<file path="src/rtl/serial_pattern_pkg.sv">
// Shared encodings and power-up constants for the serial pattern detector.
// Default pattern and mask are all ones, so a fresh detector finds runs of ones.
package serial_pattern_pkg;

    typedef enum logic [1:0] {
        MODE_FRAMED     = 2'b00,
        MODE_OVERLAP    = 2'b01,
        MODE_NONOVERLAP = 2'b10
    } mode_t;

    typedef enum logic {
        ST_FILL = 1'b0,
        ST_FULL = 1'b1
    } state_t;

    localparam int          MAX_WIDTH       = 16;
    localparam logic [15:0] DEFAULT_PATTERN = 16'hFFFF;
    localparam logic [15:0] DEFAULT_MASK    = 16'hFFFF;

    // The reserved encoding 2'b11 behaves as framed.
    function automatic mode_t decode_mode(input logic [1:0] mode_bits);
        case (mode_bits)
            2'b01:   return MODE_OVERLAP;
            2'b10:   return MODE_NONOVERLAP;
            default: return MODE_FRAMED;
        endcase
    endfunction

endpackage

</file>
<file path="src/rtl/serial_pattern_detector_sat_counter.sv">
// Saturating event counter; a clear coinciding with an increment loads 1
// so the event that arrives with the clear is not lost.
module sat_counter #(
    parameter int COUNT_WIDTH = 8
) (
    input  logic                   Clock,
    input  logic                   Reset,
    input  logic                   inc,
    input  logic                   clear,
    output logic [COUNT_WIDTH-1:0] count,
    output logic                   sat
);

    logic [COUNT_WIDTH-1:0] count_reg;
    logic [COUNT_WIDTH-1:0] count_next;

    always_ff @(posedge Clock or negedge Reset) begin
        if (!Reset) begin
            count_reg <= '0;
        end else begin
            count_reg <= count_next;
        end
    end

    always_comb begin
        count_next = count_reg;
        if (clear) begin
            count_next = inc ? COUNT_WIDTH'(1) : '0;
        end else if (inc && !sat) begin
            count_next = count_reg + COUNT_WIDTH'(1);
        end
    end

    assign sat   = &count_reg;
    assign count = count_reg;

endmodule

</file>
<file path="src/rtl/serial_pattern_detector.sv">
// Serial bit-pattern detector with programmable pattern/mask and framed,
// sliding-overlap or sliding-non-overlap matching; one-cycle registered match pulse.
module serial_pattern_detector
    import serial_pattern_pkg::*;
#(
    parameter int WIDTH       = 3,
    parameter int COUNT_WIDTH = 8
) (
    input  logic                   Clock,
    input  logic                   Reset,
    input  logic                   Data_In,
    input  logic                   Data_Valid,
    input  logic                   Load,
    input  logic [WIDTH-1:0]       Pattern_In,
    input  logic [WIDTH-1:0]       Mask_In,
    input  logic [1:0]             Mode,
    input  logic                   Clear_Count,
    output logic                   Data_Out,
    output logic [COUNT_WIDTH-1:0] Match_Count,
    output logic                   Count_Sat,
    output logic                   Filled
);

    localparam int               FILL_W    = $clog2(WIDTH + 1);
    localparam logic [FILL_W-1:0] FILL_LAST = FILL_W'(WIDTH - 1);
    localparam logic [FILL_W-1:0] FILL_FULL = FILL_W'(WIDTH);

    logic [WIDTH-1:0]  pattern_reg, pattern_next;
    logic [WIDTH-1:0]  mask_reg, mask_next;
    mode_t             mode_reg, mode_next;
    logic [WIDTH-1:0]  shift_reg, shift_next;
    logic [FILL_W-1:0] fill_reg, fill_next;
    state_t            state_reg, state_next;
    logic              data_out_reg, data_out_next;

    logic [WIDTH-1:0]  window;
    logic [WIDTH-1:0]  bit_miss;
    logic              complete;
    logic              hit;

    // Window includes the bit being sampled this cycle, newest in the LSB.
    assign window = {shift_reg[WIDTH-2:0], Data_In};

    genvar gi;
    generate
        for (gi = 0; gi < WIDTH; gi++) begin : g_cmp
            assign bit_miss[gi] = (window[gi] ^ pattern_reg[gi]) & mask_reg[gi];
        end
    endgenerate

    assign complete = Data_Valid && !Load &&
                      ((state_reg == ST_FULL) || (fill_reg == FILL_LAST));
    assign hit      = complete && !(|bit_miss);

    always_ff @(posedge Clock or negedge Reset) begin
        if (!Reset) begin
            pattern_reg  <= DEFAULT_PATTERN[WIDTH-1:0];
            mask_reg     <= DEFAULT_MASK[WIDTH-1:0];
            mode_reg     <= MODE_FRAMED;
            shift_reg    <= '0;
            fill_reg     <= '0;
            state_reg    <= ST_FILL;
            data_out_reg <= 1'b0;
        end else begin
            pattern_reg  <= pattern_next;
            mask_reg     <= mask_next;
            mode_reg     <= mode_next;
            shift_reg    <= shift_next;
            fill_reg     <= fill_next;
            state_reg    <= state_next;
            data_out_reg <= data_out_next;
        end
    end

    always_comb begin
        pattern_next  = pattern_reg;
        mask_next     = mask_reg;
        mode_next     = mode_reg;
        shift_next    = shift_reg;
        fill_next     = fill_reg;
        state_next    = state_reg;
        data_out_next = 1'b0;
        if (Load) begin
            pattern_next = Pattern_In;
            mask_next    = Mask_In;
            mode_next    = decode_mode(Mode);
            shift_next   = '0;
            fill_next    = '0;
            state_next   = ST_FILL;
        end else if (Data_Valid) begin
            shift_next    = window;
            data_out_next = hit;
            case (state_reg)
                ST_FILL: begin
                    if (fill_reg == FILL_LAST) begin
                        // Framed always restarts; non-overlap restarts only after a hit.
                        if (mode_reg == MODE_FRAMED ||
                            (mode_reg == MODE_NONOVERLAP && hit)) begin
                            fill_next  = '0;
                            state_next = ST_FILL;
                        end else begin
                            fill_next  = FILL_FULL;
                            state_next = ST_FULL;
                        end
                    end else begin
                        fill_next = fill_reg + FILL_W'(1);
                    end
                end
                ST_FULL: begin
                    if (mode_reg == MODE_FRAMED ||
                        (mode_reg == MODE_NONOVERLAP && hit)) begin
                        fill_next  = '0;
                        state_next = ST_FILL;
                    end
                end
                default: begin
                    fill_next  = '0;
                    state_next = ST_FILL;
                end
            endcase
        end
    end

    always_comb begin
        Filled   = (state_reg == ST_FULL);
        Data_Out = data_out_reg;
    end

    sat_counter #(
        .COUNT_WIDTH(COUNT_WIDTH)
    ) u_count (
        .Clock (Clock),
        .Reset (Reset),
        .inc   (hit),
        .clear (Clear_Count),
        .count (Match_Count),
        .sat   (Count_Sat)
    );

endmodule

</file>
<file path="config.mk">
export PLATFORM = sky130hd
export DESIGN_NAME = serial_pattern_detector
export DESIGN_NICKNAME = d
export VERILOG_FILES = /design/src/rtl/serial_pattern_pkg.sv /design/src/rtl/serial_pattern_detector_sat_counter.sv /design/src/rtl/serial_pattern_detector.sv
export SDC_FILE = /design/constraint.sdc
export NUM_CORES = 1
export LEC_CHECK = 0
export ABC_AREA = 0
export CAP_MARGIN = 10
export CORE_MARGIN = 2
export CORE_UTILIZATION = 35
export CTS_BUF_LIST = sky130_fd_sc_hd__clkbuf_16
export CTS_CLUSTER_DIAMETER = 100
export DETAILED_ROUTE_END_ITERATION = 8
export PLACE_DENSITY = 0.69
export SYNTH_ARGS = -nofsm -noshare
export SYNTH_HDL_FRONTEND = slang
export SYNTH_HIERARCHICAL = 1
export SYNTH_SLANG_ARGS = --single-unit
export TNS_END_PERCENT = 30
</file>
<file path="constraint.sdc">
create_clock -name Clock -period 2.1 [get_ports Clock]
set_input_delay 0.42 -clock Clock [delete_from_list [all_inputs] [get_ports Clock]]
set_output_delay 0.42 -clock Clock [all_outputs]
set_load 0.02 [all_outputs]
</file>
======== Word-level counts from Yosys, hierarchy flattened ========
Index checks and enable logic that the tools add are counted.
word-level totals
  bits in registers ....................... 22
  word-level logic and storage cells ...... 57
  bits of input ports ..................... 14
  output and inout port bits .............. 11
operators by class
  equal/unequal tests ..................... 5
  reduce and logical (&&, ||, !) cells .... 16
  add/sub/neg operators ................... 2
  bitwise gates (word level) .............. 7
  mux-type cells .......................... 19
operators with widths
  operator                                                                  count
  8-bit two-way mux                                                         2
  2-bit two-way mux                                                         7
  8-bit by 1-bit adder with 8-bit output (second input constant)            1
  2-bit case mux with 2 select lines                                        2
  8-bit AND reduction                                                       1
  1-bit two-way mux                                                         7
  2-bit equality test (second input constant)                               3
  1-bit logical AND                                                         5
  2-bit nonzero test                                                        2
  1-bit bitwise AND                                                         3
  1-bit zero test                                                           3
  3-bit by 2-bit inequality test with 1-bit output (second input constant)  1
  3-bit OR reduction                                                        1
  1-bit XOR                                                                 3
  2-bit by 1-bit adder with 2-bit output (second input constant)            1
  2-bit by 1-bit equality test with 1-bit output (second input constant)    1
  2-bit zero test                                                           1
  1-bit logical OR                                                          2
  1-bit case mux with 2 select lines                                        1
  2-bit AND reduction                                                       1
  1-bit NOT                                                                 1

======== Depth between registers and ports, before layout ========
Gate-level depths: netlist (run 1).
  depth after elaboration ................. 12
  mapped depth ............................ 7

======== Cells and area by module ========
Netlist (run 1), hierarchy kept.
by module, submodules not included
  module                   area an instance (sq um)  times used  cells each  sequential area each (sq um)
  serial_pattern_detector  676.9                     1           58          357.8
  sat_counter              460.4                     1           48          200.2

======== Worst setup path before layout (run 1) ========
Ideal clock, no wire load.
  kind .................................... reg2reg
  from .................................... register pattern_reg[2]
  to ...................................... register u_count.count_reg[7] (netlist: u_count/count[7])
  required time ........................... 2.022 ns
  buffers on the path ..................... 0
  arrival time ............................ 1.714 ns
  setup time .............................. 0.078 ns
  stages on the path, launching flop included .. 7
  setup slack ............................. 0.308 ns
  clock period less this slack ............ 1.792 ns
  path through ............................ dfstp_2 > xor2_1 > a22oi_2 > and3_1 > nand4_1 > or4_1 > a21oi_1
on the way
  word-level cells in the longest chain between the ends .. 7
RTL lines
  element                       line                                       text
  start: declaration            serial_pattern_detector.sv:28              logic [WIDTH-1:0] pattern_reg, pattern_next;
  start signal: assignment      serial_pattern_detector.sv:57              pattern_reg <= DEFAULT_PATTERN[WIDTH-1:0];
  start signal: assignment      serial_pattern_detector.sv:65              pattern_reg <= pattern_next;
  1-bit XOR                     serial_pattern_detector.sv:47              assign bit_miss[gi] = (window[gi] ^ pattern_reg[gi]) & mask_reg[gi];
  1-bit bitwise AND             serial_pattern_detector.sv:47
  3-bit OR reduction            serial_pattern_detector.sv:53              assign hit = complete && !(|bit_miss);
  1-bit zero test               serial_pattern_detector.sv:53
  1-bit logical AND             serial_pattern_detector.sv:53
  net hit                       serial_pattern_detector.sv:39              logic hit;
  1-bit logical AND             serial_pattern_detector_sat_counter.sv:29  end else if (inc && !sat) begin
  2-bit nonzero test (no line)  --
  end signal: assignment        serial_pattern_detector_sat_counter.sv:21  count_reg <= count_next;
  end: declaration              serial_pattern_detector_sat_counter.sv:14  logic [COUNT_WIDTH-1:0] count_reg;
The timed path passes the listed nets, and every way through them passes these cells.
A chain may end at the register's enable or synchronous reset.

======== Final worst setup path (run 1) ========
  from .................................... register u_count.count_reg[0] (netlist: u_count/count[0])
  to ...................................... output port Count_Sat
on the way
  word-level cells in the longest chain between the ends .. 1
RTL lines
  element              line                                       text
  8-bit AND reduction  serial_pattern_detector_sat_counter.sv:34  assign sat = &count_reg;
  end: declaration     serial_pattern_detector.sv:20              output logic Count_Sat,
Every way passes these cells.

==> flow_summary.ini, run 1 <==
[yosys]
number_of_register_bits_inferred_by_synthesis = 22
edff_count_synth = 0
synth.most_common_cell = sky130_fd_sc_hd__dfrtp_1
synth_cell_types = 40
synth_top_cells_by_area = sky130_fd_sc_hd__dfrtp_1, sky130_fd_sc_hd__dfstp_2, sky130_fd_sc_hd__mux2_1, sky130_fd_sc_hd__and3_1, sky130_fd_sc_hd__a21oi_1
syn-instance-count = 106
postSynthNetCount = 121
synth_top_cell_by_area = sky130_fd_sc_hd__dfrtp_1
synth-seq-area-share_pct = 49.1
yosys_most_used_dff = sky130_fd_sc_hd__dfrtp_1
yosysWarningCount = 6
ys_async_sr_fraction_pct = 100
netlist.area_leader.share_pct = 35.2
synth_area_per_cell_um2 = 10.7
syn_area_um2 = 1140
synthTopCellsByCount = sky130_fd_sc_hd__dfrtp_1, sky130_fd_sc_hd__nand2_1

[clock_tree]
cts.reportedPaths.clkPinSlew_ns = 0.06
clk-insertion-delay-late_ns = 0.25
clk_path_buf_depth = 2
cts.repair_timing.setup_buffer_count = 0
clockRootBuffer = sky130_fd_sc_hd__clkbuf_16
htreeDepth = 1
number_of_clock_sinks_seen_by_cts = 22
cts_inserted_buffers = 3
cts_tree = done

[hold_path]
min_path_type = in -> async

[global_routing]
antenna_violations_before_repair = 0
grt_pass1_wl_um = 4400
maximum_number_of_pins_on_one_net_before_global_route_repair = 16
grt.total_usage_pct = 15.6
first_global_vias = 1014
grt-ovfl-total = 0

[power]
max-vdd-ir-drop_mv = 0.244
finalPower_mw = 1.00
power.leakage_nw = 0.727
power-per-cell-area_nw_per_um2 = 626

[die]
die_width_um = 61.0
coreArea_um2 = 3080
floorplan.die_area_um2 = 3720
die_h_um = 61.0
ios = 25
floorplan.rows = 20
initial_utilization_pct = 37.0

[critical_path]
crit_path_cell_trace = ha_1, and4_1, nand2_1, inv_1, dlygate4sd2_1
setup.worst_path.class = reg -> out
critical_path_depth = 5
reg2reg_depth = 8
worstPathMaxFanout = 4
worst_ep_arrival_time_ns = 1.54
critical_path.slowest_cell = sky130_fd_sc_hd__dfrtp_1
cp.buffers_inverters = 2
critPathMaxStageDelay_ns = 0.38
endpoint_kind = output port
critical_path_required_ns = 1.68
ff2ff_setup_slack_ns = 0.22
critical-path-top-delay-family = flip-flops
critPathLaunchType = register

[detailed_routing]
routed_via_density = 5.30
detail_route.wirelength_um = 2710
routed-via-count = 997
drt_pass1_iterations = 4
detail_route.wl_per_cell_um = 14.4
post-route-drc-count = 0
detail_route.iter0.violations = 82
antenna_violating_nets_post_route = 0

[timing]
fin_skew_ns = 0.00846
finalMaxSlewViolations = 0
fmaxAchievable_mhz = 509
slew_headroom_pct = 74.8
final.period_utilization_pct = 93.5
setup_viol = 0
unrepaired_setup_endpoints_after_global_routing = no
fin_setup_tns_ns = 0
layout_min_cycle_time_ns = 1.96
hold_viol_final = 0
worst_slew_pin_slew_ns = 0.378

[finish]
layout-area-overhead-vs-synth_pct = 40.6
fillCellCount = 291
final_layout_size_suffix_gt1_share_pct = 20.1
number_of_flip_flops_under_the_largest_register_name = 8
regArea_um2 = 558
fin_nets = 160
multi_input_comb_area_um2 = 537
antenna_cells = 0

[job]
max_cap_viol_count = 0

[place]
gpl.final_weighted_congestion = 0.882
io_buffers = 24
place.detailed.hpwl_um = 2020

[run_status]
result_of_the_run = completed
[where the power goes]
group	switching, mW	internal (mW)	total (mW)
Sequential	0.0187	0.456	0.474
Clock	0.145	0.254	0.399
Combinational	0.0589	0.0698	0.129
Total	0.223	0.779	1.00
[area by class of cell]
cell class / count / share of cell area (%)
multi-input combinational: 73 / 33.6
inverter: 7 / 1.64
sequential: 22 / 34.9
tap: 44 / 3.44
clock buffer: 3 / 4.69
clock inverter: 1 / 0.235
timing repair buffer: 38 / 21.5
[worst paths after layout]
| check | from | to |
|---|---|---|
| max | u_count/count[0] | Count_Sat |
| min | Reset | Data_Out |
| max reg2reg | fill_reg[0] | u_count/count[5] |
| min reg2reg | mode_reg[0] | mode_reg[0] |
| max in group asynchronous | Reset | pattern_reg[0] |
| min in group Clock | mode_reg[0] | mode_reg[0] |
[kinds of logic after synthesis]
group	Yosys count	synth area share, %
and+or+nand+nor	35	17.3
AOI/OAI and AO/OA	25	17.3
DFF	22	49.1
muxes	9	8.58
xor gates and xnor gates	3	2.31
buffers and inverters	11	4.40
adders and majority gates	1	1.10
[stage by stage]
step	instances	area, um2	setup WS [ns]	hold WS (ns)	utilization [%]
4_1_cts	188	1590	0.0992	0.459	51.7
6_report	188	1600	0.136	0.447	52.0
3_3_place_gp	184	1510	-0.0510	0.499	49.2
5_1_grt	188	1600	0.0298	0.479	52.0
2_1_floorplan	106	1140	0.308	0.124	-
3_5_place_dp	184	1510	-0.152	0.521	49.2
[per-layer routing]
| metal | part of all wire, % | vias to the layer above | track usage, % |
|---|---|---|---|
| li1 | - | 470 | - |
| met1 | 43 | 490 | 19.7 |
| met2 | 50 | 35 | 26.9 |
| met3 | 5.5 | 2 | 2.77 |
| met4 | 0.77 | 0 | 5.28 |
| met5 | 0 | - | 0 |
[repair_timing]
item,CTS,global route
resized for setup,1,1
cloned,0,0
hold buffers,0,0
setup endpoints to repair,1,1
pin swaps,0,0
[layout by cell type, fill, tap and decap left out, types with 3 or more instances in the layout]
cell type and count:
sky130_fd_sc_hd__clkdlybuf4s50_1 23, sky130_fd_sc_hd__dfrtp_1 16, sky130_fd_sc_hd__buf_4 14, sky130_fd_sc_hd__nand2_1 7, sky130_fd_sc_hd__inv_1 6, sky130_fd_sc_hd__and3_1 6
sky130_fd_sc_hd__mux2_1 6, sky130_fd_sc_hd__a21oi_1 6, sky130_fd_sc_hd__dfstp_2 6, sky130_fd_sc_hd__nor2_1 5, sky130_fd_sc_hd__xor2_1 3, sky130_fd_sc_hd__mux2i_1 3
sky130_fd_sc_hd__nor3_1 3, sky130_fd_sc_hd__clkbuf_16 3, sky130_fd_sc_hd__nand2b_1 3
No activity file was read; power rests on OpenSTA's default activity.
==> run 2: changes to the inputs <==
--- a/config.mk
+++ b/config.mk
@@ -6,13 +6,14 @@
 export NUM_CORES = 1
 export LEC_CHECK = 0
 export ABC_AREA = 0
-export CAP_MARGIN = 10
+export CAP_MARGIN = 20
 export CORE_MARGIN = 2
-export CORE_UTILIZATION = 35
+export CORE_UTILIZATION = 48
 export CTS_BUF_LIST = sky130_fd_sc_hd__clkbuf_16
 export CTS_CLUSTER_DIAMETER = 100
 export DETAILED_ROUTE_END_ITERATION = 8
-export PLACE_DENSITY = 0.69
+export PLACE_DENSITY = 0.86
+export SETUP_SLACK_MARGIN = 0.2
 export SYNTH_ARGS = -nofsm -noshare
 export SYNTH_HDL_FRONTEND = slang
 export SYNTH_HIERARCHICAL = 1
==> flow_summary.ini, run 2 (synthesis gave the netlist of run 1 again) <==
[run_status]
result_of_the_run = completed

[hold_path]
min_path_type = in -> async

[global_routing]
first_global_vias = 994
grt_pass1_wl_um = 4470
antenna_violations_before_repair = 0
grt.total_usage_pct = 22.3
grt-ovfl-total = 0
maximum_number_of_pins_on_one_net_before_global_route_repair = 23

[place]
dpl-instance-area_um2 = 1490
post-place-ws_ns = -0.0919
gpl.final_weighted_congestion = 0.935
place.detailed.hpwl_um = 1890
io_buffers = 24

[detailed_routing]
antenna_violating_nets_post_route = 0
drt_pass1_iterations = 4
routed_via_density = 5.74
routed-via-count = 998
detail_route.iter0.violations = 34
detail_route.wirelength_um = 2760
detail_route.wl_per_cell_um = 15.9
post-route-drc-count = 0

[power]
power.sequential.fraction_pct = 46.9
p_int_uw = 790
finalPower_mw = 1.01
switching_power_total_uw = 224
power.leakage_nw = 0.734
comb_power_share_pct = 14.3
power-per-cell-area_nw_per_um2 = 627
clk_network_pwr_share_pct = 38.8
max-vdd-ir-drop_mv = 0.536
switching_share_pct = 22.1

[critical_path]
cp.buffers_inverters = 2
worst_ep_arrival_time_ns = 2.06
setup.worst_path.class = in -> reg
critical-path-top-delay-family = simple AND/OR/NAND/NOR gates
critical_path.slowest_cell = sky130_fd_sc_hd__or4_4
critical_path_required_ns = 2.28
endpoint_kind = register
critPathMaxStageDelay_ns = 0.46
worstPathMaxFanout = 4
crit_path_cell_trace = clkdlybuf4s50_1, inv_2, and3_4, and3_4, nand4_1, or4_4, a21oi_2
timing.critical_path.mode_cell = sky130_fd_sc_hd__and3_4
critPathLaunchType = primary input

[timing]
setup_ws_ns = 0.218
final.period_utilization_pct = 89.6
unrepaired_setup_endpoints_after_global_routing = yes
fin_skew_ns = 0.00303
layout_min_cycle_time_ns = 1.88
finalMaxSlewViolations = 0
slew_headroom_pct = 76.3
setup_viol = 0
fin_worst_hold_slack_ns = 0.509
worst_slew_pin_slew_ns = 0.355
hold_viol_final = 0
fmaxAchievable_mhz = 531

[clock_tree]
cts.reportedPaths.clkPinSlew_ns = 0.06
cts_tree = done
number_of_clock_sinks_seen_by_cts = 22
htreeDepth = 1
cts_inserted_buffers = 3
holdBufCountCts = 0
clk_path_buf_depth = 2
clockRootBuffer = sky130_fd_sc_hd__clkbuf_16
clk-insertion-delay-late_ns = 0.25

[finish]
leading_cell_type_in_the_layout_fill_and_taps_excluded = sky130_fd_sc_hd__clkdlybuf4s50_1
final_design_area_no_fill_um2 = 1620
fin_nets = 162
final_layout_size_suffix_gt1_share_pct = 26.7
layout-area-overhead-vs-synth_pct = 42.1
antenna_cells = 0
number_of_flip_flops_under_the_largest_register_name = 8
mostFrequentLayoutCells = sky130_fd_sc_hd__clkdlybuf4s50_1, sky130_fd_sc_hd__buf_4, sky130_fd_sc_hd__dfrtp_1

[die]
ios = 25
initial_utilization_pct = 50.9
coreArea_um2 = 2230
die_h_um = 52.7
floorplan.rows = 17
die_width_um = 52.7
floorplan.die_area_um2 = 2770

[job]
max_cap_viol_count = 0
## run 2: worst register-to-register path, stage by stage, from the launching register on
cell and delay [ns]:
sky130_fd_sc_hd__dfstp_2 0.54, sky130_fd_sc_hd__xor2_1 0.07, sky130_fd_sc_hd__a22oi_2 0.20, sky130_fd_sc_hd__and3_4 0.22
sky130_fd_sc_hd__nand4_1 0.14, sky130_fd_sc_hd__or4_4 0.46, sky130_fd_sc_hd__a21oi_2 0.15
## run 2: power groups by stage
stage	Clock, mW	Combinational [mW]	Sequential, mW
after floorplan	0	0.0649	0.479
after global placement	0	0.124	0.480
after detailed placement	0	0.130	0.482
after CTS	0.402	0.132	0.475
after global routing	0.427	0.159	0.478
final	0.394	0.145	0.475
## run 2: timing repair
action | in CTS | in global routing
pin swaps | 0 | 4
setup buffers | 0 | 3
gates cloned | 0 | 0
endpoints found under the setup margin | 3 | 6
resized for setup | 7 | 6
## run 2: path summary, 6_finish.rpt
check                              endpoint           start  cells after the start  slack [ns]
min reg2reg                     mode_reg[0]     mode_reg[0]                      1        0.53
max in group asynchronous    pattern_reg[0]           Reset                      2        1.32
max                        u_count/count[7]            Load                      7        0.22
max reg2reg                u_count/count[7]  pattern_reg[2]                      6        0.24
min in group Clock             shift_reg[0]         Data_In                      3        0.52
min                                Data_Out           Reset                      2        0.51
## run 2: layout make-up
class / count / area [um2]
Fill cell: 173 / 617
Inverter: 7 / 26.3
Tap cell: 28 / 35.0
Sequential cell: 22 / 559
Clock buffer: 3 / 75.1
Timing Repair Buffer: 40 / 358
Multi-Input combinational cell: 73 / 559
Clock inverter: 1 / 3.75
## run 2: per-stage QoR
| step | utilization [%] | TNS (ns) | cells |
|---|---|---|---|
| final | 72.4 | 0 | 174 |
| after global routing | 72.4 | 0 | 174 |
| after CTS | 70.3 | 0 | 171 |
| after detailed placement | 66.6 | -0.167 | 167 |
| after global placement | 66.6 | -0.0319 | 167 |
| after floorplan | - | 0 | 106 |
## run 2: layer usage
layer  global-route usage (%)  part of all wire (%)  up-vias
met3                     2.86                   5.8        2
met2                     39.6                    52       41
met1                     27.1                    41      481
met4                     8.55                  0.51        0
li1                         -                     -      474
met5                        0                     0        -
==> run 3: changes to the inputs <==
--- a/config.mk
+++ b/config.mk
@@ -12,6 +12,7 @@
 export CTS_BUF_LIST = sky130_fd_sc_hd__clkbuf_16
 export CTS_CLUSTER_DIAMETER = 100
 export DETAILED_ROUTE_END_ITERATION = 8
+export MAX_ROUTING_LAYER = met4
 export PLACE_DENSITY = 0.86
 export SETUP_SLACK_MARGIN = 0.2
 export SYNTH_ARGS = -nofsm -noshare
==> flow_summary.ini, run 3 (synthesis gave the netlist of run 1 again) <==
[critical_path]
ff2ff_setup_slack_ns = 0.25
timing.rr.end = u_count/count[7]
reg2reg_depth = 6
endpoint_kind = register
setup.worst_path.class = reg -> reg
critical_path_required_ns = 2.27
regToRegStartpoint = pattern_reg[2]
worstPathMaxFanout = 4
critPathLaunchType = register
worst_ep_arrival_time_ns = 2.03

[power]
max-vdd-ir-drop_mv = 0.328
power-per-cell-area_nw_per_um2 = 612
power.leakage_nw = 0.750
finalPower_mw = 1.01

[timing]
final.period_utilization_pct = 88.3
slew_headroom_pct = 77.7
worst_slew_pin_slew_ns = 0.333
fin_worst_hold_slack_ns = 0.519
setup_viol = 0
finalMaxSlewViolations = 0
fin_setup_tns_ns = 0
unrepaired_setup_endpoints_after_global_routing = yes
hold_viol_final = 0
setup_ws_ns = 0.246
fin_skew_ns = 0.00281
layout_min_cycle_time_ns = 1.85
fmaxAchievable_mhz = 539

[hold_path]
min_path_type = in -> async

[finish]
number_of_flip_flops_under_the_largest_register_name = 8
layout.core_utilization_pct = 73.7
final_layout_size_suffix_gt1_share_pct = 28.6
fin_nets = 163
leading_cell_type_in_the_layout_fill_and_taps_excluded = sky130_fd_sc_hd__clkdlybuf4s50_1
antenna_cells = 0
mostFrequentLayoutCells = sky130_fd_sc_hd__clkdlybuf4s50_1, sky130_fd_sc_hd__buf_4, sky130_fd_sc_hd__dfrtp_1
layout-area-overhead-vs-synth_pct = 44.7

[global_routing]
maximum_number_of_pins_on_one_net_before_global_route_repair = 23
antenna_violations_before_repair = 0
grt_pass1_wl_um = 4530
grt-ovfl-total = 0
grt.total_usage_pct = 22.9
first_global_vias = 1064

[die]
floorplan.rows = 17
die_h_um = 52.7
initial_utilization_pct = 50.9
coreArea_um2 = 2230
die_width_um = 52.7
ios = 25
floorplan.die_area_um2 = 2770

[clock_tree]
number_of_clock_sinks_seen_by_cts = 22
clk_path_buf_depth = 2
cts_inserted_buffers = 3
htreeDepth = 1
cts_tree = done
clk-insertion-delay-late_ns = 0.25
clockRootBuffer = sky130_fd_sc_hd__clkbuf_16
cts.reportedPaths.clkPinSlew_ns = 0.06
holdBufCountCts = 0

[job]
max_cap_viol_count = 0

[detailed_routing]
detail_route.wirelength_um = 2830
detail_route.wl_per_cell_um = 16.2
routed-via-count = 1029
routed_via_density = 5.88
post-route-drc-count = 0
detail_route.iter0.violations = 19
antenna_violating_nets_post_route = 0
drt_pass1_iterations = 4

[run_status]
result_of_the_run = completed

[place]
gpl.final_weighted_congestion = 0.991
io_buffers = 24
post-place-ws_ns = -0.169
place.detailed.hpwl_um = 2030
[run 3: cell count changes in the layout (fill, tap and decap cells not counted)]
cell	change
sky130_fd_sc_hd__buf_2	-1
sky130_fd_sc_hd__buf_4	+1
sky130_fd_sc_hd__clkdlybuf4s15_2	+1
sky130_fd_sc_hd__clkdlybuf4s50_1	-2
sky130_fd_sc_hd__dlygate4sd2_1	+1
sky130_fd_sc_hd__dlymetal6s2s_1	+1
sky130_fd_sc_hd__inv_1	-1
sky130_fd_sc_hd__inv_2	+1
sky130_fd_sc_hd__nand2_1	-1
sky130_fd_sc_hd__nand2_2	+1
sky130_fd_sc_hd__o41ai_2	-1
sky130_fd_sc_hd__o41ai_4	+1
[run 3: metal layers]
layer	wire [um]	vias to the layer above	share of wire, %	GRT usage, %
li1	-	477	-	-
met1	1140	516	40	25.5
met5	0	-	0	-
met2	1540	30	54	39.6
met4	40	0	1.4	11.1
met3	113	6	4.0	4.00
[run 3: cell type report]
type	instances	area (um2)
Clock inverter	1	3.75
Timing Repair Buffer	41	373
Tap cell	28	35.0
Sequential cell	22	559
Inverter	7	26.3
Clock buffer	3	75.1
Multi-Input combinational cell	73	573
Fill cell	156	588
[run 3: stage by stage]
stage | cells | instance area, um2
finish | 175 | 1650
global route | 175 | 1650
CTS | 174 | 1600
detailed placement | 169 | 1500
global placement | 169 | 1500
floorplan | 106 | 1140
[run 3: critical path: stages (launching register included)]
cell and delay [ns]:
sky130_fd_sc_hd__dfstp_2 0.53, sky130_fd_sc_hd__xor2_1 0.07, sky130_fd_sc_hd__a22oi_2 0.19, sky130_fd_sc_hd__and3_4 0.23, sky130_fd_sc_hd__nand4_1 0.13, sky130_fd_sc_hd__or4_4 0.46, sky130_fd_sc_hd__a21oi_2 0.16
[run 3: how the worst max path moves through the flow]
stage                   start               end  slack [ns]  cells after the start
2_1_floorplan  pattern_reg[2]  u_count/count[7]        0.31                      6
3_3_place_gp          Data_In  u_count/count[7]       -0.03                      7
3_5_place_dp          Data_In  u_count/count[7]       -0.17                      7
4_1_cts                  Load  u_count/count[7]        0.19                      7
5_1_grt        pattern_reg[0]  u_count/count[7]        0.17                      6
6_report       pattern_reg[2]  u_count/count[7]        0.25                      6
[run 3: what timing repair did]
action                     4_1_cts  5_1_grt
resized for setup                7       10
buffers inserted                 1        1
setup endpoints to repair        5        6
pin swaps                        5        6
[run 3: power breakdown]
part / internal (mW) / leakage, nW / switching (mW)
clock: 0.253 / 0.0385 / 0.136
sequential: 0.456 / 0.281 / 0.0203
combinational: 0.0763 / 0.430 / 0.0638
total: 0.786 / 0.750 / 0.220
